## config.mk

```make
export PLATFORM = sky130hd
export DESIGN_NAME = qosc_cfg_loader
export DESIGN_NICKNAME = d
export VERILOG_FILES = /design/src/rtl/qosc_pkg.sv /design/src/rtl/qosc_sync_edge.sv /design/src/rtl/qosc_cfg_loader.sv
export SDC_FILE = /design/constraint.sdc
export NUM_CORES = 1
export LEC_CHECK = 0
export ABC_AREA = 1
export CAP_MARGIN = 20
export CORE_MARGIN = 2
export CORE_UTILIZATION = 49
export CTS_CLUSTER_SIZE = 8
export DETAILED_ROUTE_END_ITERATION = 10
export HOLD_SLACK_MARGIN = 0.05
export PLACE_DENSITY = 0.78
export SKIP_CTS_REPAIR_TIMING = 1
export SLEW_MARGIN = 20
export SYNTH_ARGS = -nofsm -noshare
export SYNTH_HDL_FRONTEND = slang
export SYNTH_SLANG_ARGS = --single-unit
```

## constraint.sdc

```tcl
create_clock -name clk -period 6.25 [get_ports clk]
set_clock_uncertainty 0.2 [all_clocks]
set_input_delay 1.25 -clock clk [delete_from_list [all_inputs] [get_ports clk]]
set_output_delay 1.25 -clock clk [all_outputs]
set_load 0.05 [all_outputs]
```

## src/rtl/qosc_pkg.sv

```systemverilog
`default_nettype none
// ============================================================================
// Module  : qosc_pkg
// Brief   : Shared types and constants for the quadrature oscillator
//           configuration path and the oscillator core.
// Revision: 1.0 - initial release
// ============================================================================
package qosc_pkg;

  // Frame layout: five 16-bit words, each sent MSB first
  localparam int unsigned NUM_WORDS   = 5;
  localparam int unsigned FRAME_BYTES = 10;

  // Word slots inside a frame, in transmission order
  localparam int unsigned W_RE_COEFF = 0;
  localparam int unsigned W_IM_COEFF = 1;
  localparam int unsigned W_POWER    = 2;
  localparam int unsigned W_RE_INIT  = 3;
  localparam int unsigned W_IM_INIT  = 4;

  // Operand type consumed by the oscillator core
  typedef logic signed [15:0] sample_t;

  // Loader sequencing states
  typedef enum logic [1:0] {
    ST_IDLE    = 2'd0,
    ST_COLLECT = 2'd1,
    ST_LOAD    = 2'd2
  } state_e;

  // Byte k of a frame lands in word k/2
  function automatic logic [2:0] word_idx(input logic [3:0] byte_idx);
    return byte_idx[3:1];
  endfunction

endpackage
`default_nettype wire

```

## src/rtl/qosc_sync_edge.sv

```systemverilog
`default_nettype none
// ============================================================================
// Module  : qosc_sync_edge
// Brief   : Multi-flop synchroniser for an asynchronous level plus a
//           single-cycle rising-edge detector on the synchronised value.
// Revision: 1.0 - initial release
// ============================================================================
module qosc_sync_edge #(
  parameter int SYNC_STAGES = 2
) (
  input  logic clk,
  input  logic rst,
  input  logic i_async,
  output logic o_level,
  output logic o_rise
);

  logic [SYNC_STAGES-1:0] r_sync;
  logic                   r_prev;

  // Shift the pin through the synchroniser chain and keep the previous output
  always_ff @(posedge clk or posedge rst) begin
    if (rst) begin
      r_sync <= '0;
      r_prev <= 1'b0;
    end else begin
      r_sync <= {r_sync[SYNC_STAGES-2:0], i_async};
      r_prev <= r_sync[SYNC_STAGES-1];
    end
  end

  assign o_level = r_sync[SYNC_STAGES-1];
  assign o_rise  = r_sync[SYNC_STAGES-1] & ~r_prev;

endmodule
`default_nettype wire

```

## src/rtl/qosc_cfg_loader.sv

```systemverilog
`default_nettype none
// ============================================================================
// Module  : qosc_cfg_loader
// Brief   : Collects byte-wide host writes into five signed 16-bit operands,
//           commits a complete frame atomically and pulses load so the
//           oscillator restarts from the new state.
// Revision: 1.0 - initial release
// ============================================================================
module qosc_cfg_loader
  import qosc_pkg::*;
#(
  parameter int SYNC_STAGES = 2,
  parameter int LOAD_CYCLES = 1,
  parameter int FRAME_BYTES = qosc_pkg::FRAME_BYTES
) (
  input  logic       clk,
  input  logic       rst,
  input  logic [7:0] i_data_in,
  input  logic       i_strobe,
  input  logic       i_frame_clr,
  output sample_t    o_re_coeff,
  output sample_t    o_im_coeff,
  output sample_t    o_power,
  output sample_t    o_accu_re_init,
  output sample_t    o_accu_im_init,
  output logic       o_load,
  output logic [3:0] o_byte_cnt,
  output logic       o_frame_done
);

  // Reject parameter values the frame format and counters cannot support
  if (SYNC_STAGES < 2) begin : g_bad_sync_stages
    $error("qosc_cfg_loader: SYNC_STAGES must be at least 2");
  end
  if ((LOAD_CYCLES < 1) || (LOAD_CYCLES > 15)) begin : g_bad_load_cycles
    $error("qosc_cfg_loader: LOAD_CYCLES must be in 1..15");
  end
  if (FRAME_BYTES != 10) begin : g_bad_frame_bytes
    $error("qosc_cfg_loader: FRAME_BYTES must be 10");
  end

  logic       w_stb_rise;
  logic       w_stb_level;
  logic       w_clr_level;
  logic       w_unused_clr_rise;
  logic       w_unused_stb_level;
  logic       w_capture;
  logic       w_last_byte;
  logic [2:0] w_wr_idx;
  logic [3:0] w_byte_cnt_nxt;
  state_e     w_state_nxt;

  state_e     r_state;
  logic [3:0] r_byte_cnt;
  logic [3:0] r_load_cnt;
  logic       r_commit_pend;
  logic       r_frame_done;
  sample_t    r_shadow [NUM_WORDS];
  sample_t    r_word   [NUM_WORDS];

  qosc_sync_edge #(
    .SYNC_STAGES (SYNC_STAGES)
  ) u_sync_strobe (
    .clk     (clk),
    .rst     (rst),
    .i_async (i_strobe),
    .o_level (w_unused_stb_level),
    .o_rise  (w_stb_rise)
  );

  qosc_sync_edge #(
    .SYNC_STAGES (SYNC_STAGES)
  ) u_sync_clr (
    .clk     (clk),
    .rst     (rst),
    .i_async (i_frame_clr),
    .o_level (w_clr_level),
    .o_rise  (w_unused_clr_rise)
  );

  // A clear level suppresses any capture detected in the same cycle
  assign w_capture   = w_stb_rise & ~w_clr_level;
  assign w_last_byte = w_capture && (r_byte_cnt == 4'(FRAME_BYTES - 1));
  assign w_wr_idx    = word_idx(r_byte_cnt);

  // Byte counter: cleared by frame_clr, wraps to zero once the frame is full
  always_comb begin
    w_byte_cnt_nxt = r_byte_cnt;
    if (w_clr_level) begin
      w_byte_cnt_nxt = 4'd0;
    end else if (w_capture) begin
      w_byte_cnt_nxt = w_last_byte ? 4'd0 : (r_byte_cnt + 4'd1);
    end
  end

  // Next-state logic; a pending commit always proceeds into LOAD
  always_comb begin
    w_state_nxt = r_state;
    if (r_commit_pend) begin
      w_state_nxt = ST_LOAD;
    end else begin
      case (r_state)
        ST_IDLE: begin
          if (w_capture) begin
            w_state_nxt = ST_COLLECT;
          end
        end
        ST_COLLECT: begin
          if (w_clr_level) begin
            w_state_nxt = ST_IDLE;
          end
        end
        ST_LOAD: begin
          if (r_load_cnt == 4'd0) begin
            w_state_nxt = (w_byte_cnt_nxt != 4'd0) ? ST_COLLECT : ST_IDLE;
          end
        end
        default: w_state_nxt = ST_IDLE;
      endcase
    end
  end

  // State register
  always_ff @(posedge clk or posedge rst) begin
    if (rst) begin
      r_state <= ST_IDLE;
    end else begin
      r_state <= w_state_nxt;
    end
  end

  // Byte capture into the shadow words; the last byte arms the commit
  always_ff @(posedge clk or posedge rst) begin
    if (rst) begin
      r_byte_cnt    <= 4'd0;
      r_commit_pend <= 1'b0;
      r_shadow      <= '{default: '0};
    end else begin
      r_byte_cnt    <= w_byte_cnt_nxt;
      r_commit_pend <= w_last_byte;
      if (w_capture) begin
        if (!r_byte_cnt[0]) begin
          r_shadow[w_wr_idx][15:8] <= i_data_in;
        end else begin
          r_shadow[w_wr_idx][7:0] <= i_data_in;
        end
      end
    end
  end

  // Commit: copy all shadow words at once and time the load pulse
  always_ff @(posedge clk or posedge rst) begin
    if (rst) begin
      r_word       <= '{default: '0};
      r_frame_done <= 1'b0;
      r_load_cnt   <= 4'd0;
    end else begin
      r_frame_done <= r_commit_pend;
      if (r_commit_pend) begin
        r_word     <= r_shadow;
        r_load_cnt <= 4'(LOAD_CYCLES - 1);
      end else if ((r_state == ST_LOAD) && (r_load_cnt != 4'd0)) begin
        r_load_cnt <= r_load_cnt - 4'd1;
      end
    end
  end

  assign o_re_coeff     = r_word[W_RE_COEFF];
  assign o_im_coeff     = r_word[W_IM_COEFF];
  assign o_power        = r_word[W_POWER];
  assign o_accu_re_init = r_word[W_RE_INIT];
  assign o_accu_im_init = r_word[W_IM_INIT];
  assign o_load         = (r_state == ST_LOAD);
  assign o_byte_cnt     = r_byte_cnt;
  assign o_frame_done   = r_frame_done;

endmodule
`default_nettype wire

```

==> impl_metrics.env, run 1 <==
export IMPL_maxCapViolations=0
export IMPL_hp_class="register to register"
export IMPL_synth_seq_area_share_pct=65.3
export IMPL_cts_tree="yes"
export IMPL_clkSinkCount=177
export IMPL_grt_pass1_wl_um=23400
export IMPL_outcome="finished, final reports clean"
export IMPL_arrival_ns=1.92
export IMPL_coreArea_um2=13700
export IMPL_min_to="u_sync_strobe.r_sync[1]$_DFF_PP0_"
export IMPL_r2r_slack_ns=3.78
export IMPL_reg2regPathDepth=7
export IMPL_cp_slowest_cell="clkdlybuf4s50_1"
export IMPL_gr_total_overflow=0
export IMPL_yosys_warnings=0
export IMPL_p_leak_nw=4.36
export IMPL_route_detailed_drc=0
export IMPL_synth_avg_cell_area_um2=9.63
export IMPL_antenna_found_initial=0
export IMPL_slew_viol_final=0
export IMPL_synth_edf_count=0
export IMPL_drtIter0Drc=348
export IMPL_syn_to_final_growth_pct=25.1
export IMPL_synthTopCellsByCount="nand2_1 (341), dfrtp_1 (177), o21ai_1 (67)"
export IMPL_insertion_delay_ns=0.43
export IMPL_nets=812
export IMPL_worstPathCellList="clkdlybuf4s50_1"
export IMPL_diodes=0
export IMPL_ys_ff_latch=177
export IMPL_synth_top_area_share_pct=65.3
export IMPL_r2r_start="r_commit_pend$_DFF_PP0_"
export IMPL_setup_tns_ns=0
export IMPL_vias=4892
export IMPL_grt_setup_unrepaired="no"
export IMPL_min_period_ns=3.37
export IMPL_synth_ff_type="dfrtp_1"
export IMPL_die_area_um2=14800
export IMPL_die_y_um=122
export IMPL_hold_violations=0
export IMPL_synthesis_area_um2=6790
export IMPL_rows=43
export IMPL_synth_most_common_cell="nand2_1"
export IMPL_synth_top_cell_by_area="dfrtp_1"
export IMPL_dpl_instance_area_um2=7860
export IMPL_syn_inst=705
export IMPL_ys_async_sr_fraction_pct=100
export IMPL_wl_per_cell_um=14.4
export IMPL_crit_required_ns=4.80
export IMPL_numCtsBuffers=17
export IMPL_max_stage_delay_ns=0.93
export IMPL_clk_pin_slew_ns=0.07
export IMPL_vdd_drop_max_v=0.000217
export IMPL_startpoint_type="register"
export IMPL_min_from="u_sync_strobe.r_sync[0]$_DFF_PP0_"
export IMPL_hold_depth=0
export IMPL_max_slew_margin_pct=35.3
export IMPL_grt_pass1_vias=4800
export IMPL_grt_usage_pct=20.6
export IMPL_crit_fanout=8
export IMPL_end_kind="output pin"
export IMPL_fmax_ghz=0.296
export IMPL_place_port_buffers=97
export IMPL_drtAntennaViolNets=0
export IMPL_synth_cell_type_count=24
export IMPL_dpl_hpwl_um=8350
export IMPL_clockRootBuffer="clkbuf_16"
export IMPL_drive_gt1_share_pct=9.15
export IMPL_worstReg2RegEnd="r_state[0]$_DFFE_PP0P_"
export IMPL_io_pins=98
export IMPL_worst_slew_pin_slew_ns=0.971
export IMPL_synth_area_top_cells="dfrtp_1 (65%), nand2_1 (19%), o21ai_1 (4.9%), o21ai_2 (1.8%), inv_1 (1.4%)"
export IMPL_start_util_pct=49.5
export IMPL_power_density_nw_per_um2=294
export IMPL_cts_path_max_buffers=2
export IMPL_grt_max_degree=178
export IMPL_h_tree_depth=4
export IMPL_routed_wl_um=14200
export IMPL_critPathKind="register to output pin"
export IMPL_die_x_um=122
export IMPL_cpLargestDelayFamily="buffers and inverters"
export IMPL_syn_nets=721
export IMPL_period_share_pct=54.0
export IMPL_setup_viol=0
export IMPL_via_per_inst=4.95
export IMPL_gp_congestion=0.810
export IMPL_finalInstanceArea_um2=8490
export IMPL_first_pass_iters=4
export IMPL_path_buf_inv=1
flip-flops by register name (all words and copies together), names as in the netlist:
name / cells
o_accu_im_init: 16
o_accu_re_init: 16
o_byte_cnt: 4
o_frame_done: 1
o_im_coeff: 16
o_power: 16
o_re_coeff: 16
r_commit_pend: 1
r_load_cnt: 4
r_shadow: 80
r_state: 2
u_sync_clr.r_sync: 2
u_sync_strobe.r_prev: 1
u_sync_strobe.r_sync: 2
area by class of cell:
| cell class | instances | area, µm² |
|---|---|---|
| repair buffers | 100 | 1010 |
| well taps | 180 | 225 |
| fillers | 1157 | 5230 |
| clock inverters | 15 | 206 |
| inverters | 29 | 113 |
| flip-flops and latches | 177 | 4430 |
| clock buffers | 17 | 425 |
| multi-input cells | 471 | 2090 |
cell usage in the layout (no fill, tap or decap), types with 2 or more instances in the layout:
cell | synthesis | final
nor2_1 | 9 | 9
nand3_1 | 8 | 8
nor2_4 | 2 | 2
o21ai_1 | 67 | 67
clkbuf_16 | 0 | 17
nand2_1 | 341 | 341
buf_4 | 0 | 2
clkdlybuf4s50_1 | 0 | 97
clkinv_4 | 0 | 3
nor3_1 | 4 | 4
inv_2 | 4 | 5
dfrtp_1 | 177 | 176
o21ai_0 | 2 | 2
nor3_2 | 3 | 3
clkinvlp_4 | 0 | 3
bufinv_16 | 0 | 4
a21oi_1 | 2 | 2
nand2_2 | 10 | 10
inv_1 | 25 | 23
o21ai_2 | 14 | 14
clkinv_2 | 0 | 2
ha_1 | 4 | 4
inv_6 | 0 | 4
where the power goes:
group | switching, W | internal, W | total (W)
clock | 0.000454 | 0.000674 | 0.00113
combinational | 0.0000843 | 0.0000472 | 0.000132
sequential | 0.0000372 | 0.00120 | 0.00124
cell families after synthesis:
family | after synthesis | synth area share [%]
AOI/OAI and AO/OA | 86 | 7.13
adders and majority gates | 4 | 0.737
buffers and inverters | 57 | 3.98
DFF | 177 | 65.3
and+or+nand+nor | 381 | 22.9
how the worst max path moves through the flow:
stage	slack (ns)	depth (start not counted)	to	startpoint
2_1_floorplan	2.53	1	o_accu_im_init[0]$_DFFE_PP0P_	rst
3_3_place_gp	3.35	1	o_byte_cnt[1]	o_byte_cnt[1]$_DFF_PP0_
3_5_place_dp	3.32	1	o_byte_cnt[1]	o_byte_cnt[1]$_DFF_PP0_
4_1_cts	2.86	1	o_byte_cnt[1]	o_byte_cnt[1]$_DFF_PP0_
5_1_grt	2.83	3	o_load	r_state[1]$_DFFE_PP0P_
6_report	2.88	1	o_byte_cnt[1]	o_byte_cnt[1]$_DFF_PP0_
through the flow:
stage | util (%) | total power, W | std cells | hold WS, ns | worst slack [ns]
4_1_cts | 61.9 | 0.00252 | 989 | 0.149 | 2.86
6_report | 61.9 | 0.00250 | 989 | 0.150 | 2.88
3_5_place_dp | 57.3 | 0.00140 | 957 | 0.136 | 3.32
3_3_place_gp | 57.3 | 0.00139 | 957 | 0.132 | 3.35
5_1_grt | 61.9 | 0.00259 | 989 | 0.157 | 2.83
2_1_floorplan | - | 0.00135 | 705 | 0.131 | 2.53
routing by layer:
layer / vias to the layer above / GRT usage [%] / part of all wire, %
met5: - / 0 / 0
met4: 0 / 8.26 / 0.96
met3: 10 / 3.51 / 5.6
met2: 115 / 33.7 / 48
met1: 2357 / 27.8 / 46
li1: 2410 / - / -
Power figures use the tool's default switching activity.
==> run 2: changes to the inputs <==
==> constraint.sdc (replaced) <==
create_clock -name clk -period 3.1 [get_ports clk]
set_clock_uncertainty 0.2 [all_clocks]
set_input_delay 0.62 -clock clk [delete_from_list [all_inputs] [get_ports clk]]
set_output_delay 0.62 -clock clk [all_outputs]
set_load 0.05 [all_outputs]
==> run 2 against run 1 <==
  * Design area up 0.19%
  * Highest routed layer unchanged
  * First-iteration DRC count down 22%
  * Hold slack improved by 0.0029 ns
  * Global-route usage up 0.24 points
  * Sequential power grew 100%
==> impl_metrics.env, run 2 (synthesis gave the netlist of run 1 again) <==
export IMPL_outcome="finished, final reports clean"
export IMPL_critPathKind="register to output pin"
export IMPL_grt_pass1_vias=4653
export IMPL_final_cells=994
export IMPL_h_tree_depth=4
export IMPL_grt_pass1_wl_um=23500
export IMPL_rows=43
export IMPL_route_detailed_drc=0
export IMPL_largest_reg_flops=80
export IMPL_drtAntennaViolNets=0
export IMPL_io_pins=98
export IMPL_worst_slew_pin_slew_ns=0.630
export IMPL_numCtsBuffers=17
export IMPL_place_port_buffers=97
export IMPL_slew_viol_final=0
export IMPL_crit_start="o_byte_cnt[1]$_DFF_PP0_"
export IMPL_start_util_pct=49.5
export IMPL_clkSinkCount=177
export IMPL_final_common_cell="nand2_1"
export IMPL_p_leak_nw=4.37
export IMPL_fmax_ghz=0.366
export IMPL_crit_required_ns=2.28
export IMPL_layout_common_cells="nand2_1 (341), dfrtp_1 (176), clkdlybuf4s50_1 (97), o21ai_1 (67), inv_1 (23)"
export IMPL_end_kind="output pin"
export IMPL_r2r_start="o_byte_cnt[1]$_DFF_PP0_"
export IMPL_cts_path_max_buffers=2
export IMPL_arrival_ns=1.91
export IMPL_reg2regPathDepth=9
export IMPL_endpoint="o_byte_cnt[1]"
export IMPL_r2r_slack_ns=1.24
export IMPL_gr_total_overflow=0
export IMPL_hold_depth=0
export IMPL_gp_congestion=0.874
export IMPL_fill_cells=1167
export IMPL_final_util_pct=62.0
export IMPL_clockRootBuffer="clkbuf_16"
export IMPL_worstPathCellList="clkdlybuf4s50_1"
export IMPL_drive_gt1_share_pct=9.58
export IMPL_insertion_delay_ns=0.42
export IMPL_die_x_um=122
export IMPL_dpl_instance_area_um2=7910
export IMPL_first_pass_iters=4
export IMPL_p_total_w=0.00491
export IMPL_vias=4839
export IMPL_clk_pin_slew_ns=0.06
export IMPL_cp_slowest_cell="clkdlybuf4s50_1"
export IMPL_die_y_um=122
export IMPL_routed_wl_um=14200
export IMPL_drtIter0Drc=273
export IMPL_max_stage_delay_ns=0.91
export IMPL_maxCapViolations=0
export IMPL_via_per_inst=4.87
export IMPL_path_buf_inv=1
export IMPL_hp_class="register to register"
export IMPL_crit_fanout=8
export IMPL_dpl_hpwl_um=9120
export IMPL_grt_usage_pct=20.9
export IMPL_min_from="u_sync_strobe.r_sync[0]$_DFF_PP0_"
export IMPL_antenna_found_initial=0
export IMPL_syn_to_final_growth_pct=25.4
export IMPL_grt_setup_unrepaired="no"
export IMPL_largest_register="r_shadow"
export IMPL_worstReg2RegEnd="r_state[0]$_DFFE_PP0P_"
export IMPL_wl_per_cell_um=14.3
export IMPL_coreArea_um2=13700
export IMPL_min_period_ns=2.73
export IMPL_grt_max_degree=59
export IMPL_period_share_pct=88.1
export IMPL_cts_tree="yes"
export IMPL_max_slew_margin_pct=58.0
export IMPL_power_density_nw_per_um2=577
export IMPL_cpLargestDelayFamily="buffers and inverters"
export IMPL_nets=817
export IMPL_finalInstanceArea_um2=8510
export IMPL_die_area_um2=14800
export IMPL_vdd_drop_max_v=0.000348
export IMPL_setup_tns_ns=0
export IMPL_startpoint_type="register"
export IMPL_setup_viol=0
export IMPL_hold_violations=0
export IMPL_worst_path_stages=1
export IMPL_diodes=0
export IMPL_place_inst=962
-- run 2: worst min-delay path by stage --
| stage | endpoint |
|---|---|
| 2_1_floorplan | u_sync_clr.r_sync[1]$_DFF_PP0_ |
| 3_3_place_gp | u_sync_clr.r_sync[1]$_DFF_PP0_ |
| 3_5_place_dp | u_sync_clr.r_sync[1]$_DFF_PP0_ |
| 4_1_cts | u_sync_clr.r_sync[1]$_DFF_PP0_ |
| 5_1_grt | u_sync_clr.r_sync[1]$_DFF_PP0_ |
| 6_report | u_sync_strobe.r_sync[1]$_DFF_PP0_ |
-- run 2: layout make-up --
cell class | instances | area (µm²) | share of cell area [%]
Timing Repair Buffer | 105 | 1060 | 12.4
Inverter | 29 | 113 | 1.32
Clock inverter | 11 | 128 | 1.50
Multi-Input combinational cell | 471 | 2090 | 24.5
Sequential cell | 177 | 4430 | 52.1
Tap cell | 180 | 225 | 2.65
Clock buffer | 21 | 470 | 5.53
-- run 2: layer usage --
metal  routed length, µm  track usage, %  part of all wire (%)  up-vias
met1                6410            28.5                    45     2303
li1                    -               -                     -     2408
met4                 221            7.26                   1.6        0
met5                   0               0                     0        -
met2                6830            33.2                    48      112
met3                 729            4.82                   5.1       16
-- run 2: through the flow --
stage	hold WS (ns)	worst slack, ns
after floorplan	0.131	0.0134
after global placement	0.133	0.827
after detailed placement	0.138	0.806
after CTS	0.153	0.339
after global routing	0.163	0.262
final	0.153	0.368
-- run 2: power breakdown --
| part | internal (W) | total [W] | switching, W |
|---|---|---|---|
| clock | 0.00126 | 0.00214 | 0.000884 |
| sequential | 0.00243 | 0.00250 | 0.0000737 |
| combinational | 0.0000993 | 0.000270 | 0.000171 |
| total | 0.00378 | 0.00491 | 0.00113 |
==> run 3: changes to the inputs <==
--- a/config.mk
+++ b/config.mk
@@ -8,11 +8,13 @@
 export ABC_AREA = 1
 export CAP_MARGIN = 20
 export CORE_MARGIN = 2
-export CORE_UTILIZATION = 49
+export CORE_UTILIZATION = 51
+export CTS_BUF_LIST = sky130_fd_sc_hd__clkbuf_4 sky130_fd_sc_hd__clkbuf_8
 export CTS_CLUSTER_SIZE = 8
 export DETAILED_ROUTE_END_ITERATION = 10
+export GPL_TIMING_DRIVEN = 0
 export HOLD_SLACK_MARGIN = 0.05
-export PLACE_DENSITY = 0.78
+export PLACE_DENSITY = 0.81
 export SKIP_CTS_REPAIR_TIMING = 1
 export SLEW_MARGIN = 20
 export SYNTH_ARGS = -nofsm -noshare
==> run 3 against run 2 <==
  * Largest power group unchanged
  * First-iteration DRC count down 9.5%
  * Critical endpoint is now o_load
  * Largest cell class unchanged
  * Via count up 5.5%
  * Register-to-register slack worse by 0.16 ns
  * Non-clock buffer count up 26
==> impl_metrics.env, run 3 (synthesis gave the netlist of run 1 again) <==
export IMPL_dpl_instance_area_um2=8120
export IMPL_coreArea_um2=13100
export IMPL_p_sw_w=0.00105
export IMPL_drive_gt1_share_pct=10.1
export IMPL_r2r_start="r_commit_pend$_DFF_PP0_"
export IMPL_max_slew_margin_pct=56.5
export IMPL_drtIter0Drc=247
export IMPL_setup_viol=0
export IMPL_numCtsBuffers=17
export IMPL_arrival_ns=2.03
export IMPL_layout_common_cells="nand2_1 (341), dfrtp_1 (177), clkdlybuf4s50_1 (97), o21ai_1 (67), inv_1 (24)"
export IMPL_critPathKind="register to output pin"
export IMPL_insertion_delay_ns=0.47
export IMPL_vdd_drop_max_v=0.000371
export IMPL_syn_to_final_growth_pct=26.5
export IMPL_drtAntennaViolNets=0
export IMPL_crit_fanout=3
export IMPL_grt_pass1_vias=5057
export IMPL_antenna_found_initial=0
export IMPL_end_kind="output pin"
export IMPL_period_share_pct=92.0
export IMPL_via_per_inst=5.02
export IMPL_worst_slew_pin_slew_ns=0.652
export IMPL_swShare_pct=22.7
export IMPL_crit_required_ns=2.28
export IMPL_cts_path_max_buffers=2
export IMPL_gr_total_overflow=0
export IMPL_io_pins=98
export IMPL_clkSinkCount=177
export IMPL_grt_setup_unrepaired="no"
export IMPL_r2r_slack_ns=1.08
export IMPL_p_leak_nw=4.41
export IMPL_hold_violations=0
export IMPL_power_density_nw_per_um2=537
export IMPL_nets=843
export IMPL_hp_class="register to register"
export IMPL_routed_wl_um=15200
export IMPL_fill_cells=1061
export IMPL_gp_congestion=0.884
export IMPL_fmax_ghz=0.351
export IMPL_grt_pass1_wl_um=25400
export IMPL_min_to="u_sync_clr.r_sync[1]$_DFF_PP0_"
export IMPL_slew_viol_final=0
export IMPL_finalInstanceArea_um2=8580
export IMPL_min_from="u_sync_clr.r_sync[0]$_DFF_PP0_"
export IMPL_grt_usage_pct=23.2
export IMPL_rows=42
export IMPL_start_util_pct=51.7
export IMPL_die_x_um=119
export IMPL_p_int_w=0.00356
export IMPL_hold_depth=0
export IMPL_vias=5104
export IMPL_power_frac_comb_pct=6.3
export IMPL_clockRootBuffer="clkbuf_8"
export IMPL_route_detailed_drc=0
export IMPL_diodes=0
export IMPL_worstReg2RegEnd="o_accu_im_init[15]$_DFFE_PP0P_"
export IMPL_reg2regPathDepth=5
export IMPL_p_clk_share_pct=39.5
export IMPL_grt_max_degree=36
export IMPL_cts_tree="yes"
export IMPL_clk_pin_slew_ns=0.09
export IMPL_startpoint_type="register"
export IMPL_wl_per_cell_um=14.9
export IMPL_dpl_hpwl_um=10100
export IMPL_first_pass_iters=5
export IMPL_die_area_um2=14200
export IMPL_die_y_um=119
export IMPL_min_period_ns=2.85
export IMPL_outcome="finished, final reports clean"
export IMPL_final_common_cell="nand2_1"
export IMPL_seqPwrFrac_pct=54.2
export IMPL_h_tree_depth=4
export IMPL_maxCapViolations=0
export IMPL_p_total_w=0.00461
export IMPL_place_port_buffers=97
export IMPL_largest_register="r_shadow"
export IMPL_largest_reg_flops=80
-- run 3: cell types whose count changed in the layout (fill, tap and decap cells not counted), sizes merged --
cell | before | now
clkinvlp | 4 | 2
buf | 8 | 18
clkbuf | 21 | 37
clkinv | 3 | 5
inv | 31 | 28
bufinv | 2 | 5
-- run 3: final cells by class --
cell class,count,area (µm²),area share (%)
clock inverters,11,183,2.13
repair buffers,103,1110,12.9
clock buffers,21,283,3.29
well taps,176,220,2.57
flip-flops and latches,177,4430,51.6
inverters,29,113,1.31
plain buffers,28,161,1.88
multi-input cells,471,2090,24.3
-- run 3: worst max path at each step --
stage	end	slack (ns)	from
after floorplan	o_accu_im_init[0]$_DFFE_PP0P_	0.01	rst
after global placement	o_accu_im_init[5]$_DFFE_PP0P_	-1.31	rst
after detailed placement	o_load	0.73	r_state[1]$_DFFE_PP0P_
after CTS	o_load	0.22	r_state[1]$_DFFE_PP0P_
after global routing	o_load	0.20	r_state[1]$_DFFE_PP0P_
final	o_load	0.25	r_state[1]$_DFFE_PP0P_
-- run 3: power groups by stage --
| stage | sequential, W | clock [W] | combinational (W) |
|---|---|---|---|
| 6_report | 0.00250 | 0.00182 | 0.000291 |
| 5_1_grt | 0.00251 | 0.00194 | 0.000331 |
| 4_1_cts | 0.00249 | 0.00184 | 0.000296 |
| 3_5_place_dp | 0.00254 | 0 | 0.000293 |
| 3_3_place_gp | 0.00253 | 0 | 0.000258 |
| 2_1_floorplan | 0.00253 | 0 | 0.000193 |
-- run 3: per-stage QoR --
step	utilization, %	setup WS (ns)	hold slack [ns]	cells	setup TNS [ns]
after global routing	65.3	0.205	0.168	1016	0
after detailed placement	61.8	0.734	0.143	984	0
final	65.3	0.248	0.165	1016	0
after CTS	65.3	0.217	0.161	1016	0
after floorplan	-	0.0134	0.131	705	0
after global placement	60.8	-1.31	0.133	978	-229.70
-- run 3: metal layers --
layer	wire length (µm)	vias up	global-route usage, %
li1	-	2463	-
met1	6780	2474	31.8
met2	7250	141	36.5
met3	783	26	5.36
met4	350	0	8.53
met5	0	-	0
-- run 3: critical path: stages, from the launching register on --
cell	delay (ns)
dfrtp_1	0.39
inv_1	0.07
nor2_1	0.25
clkdlybuf4s50_1	0.86
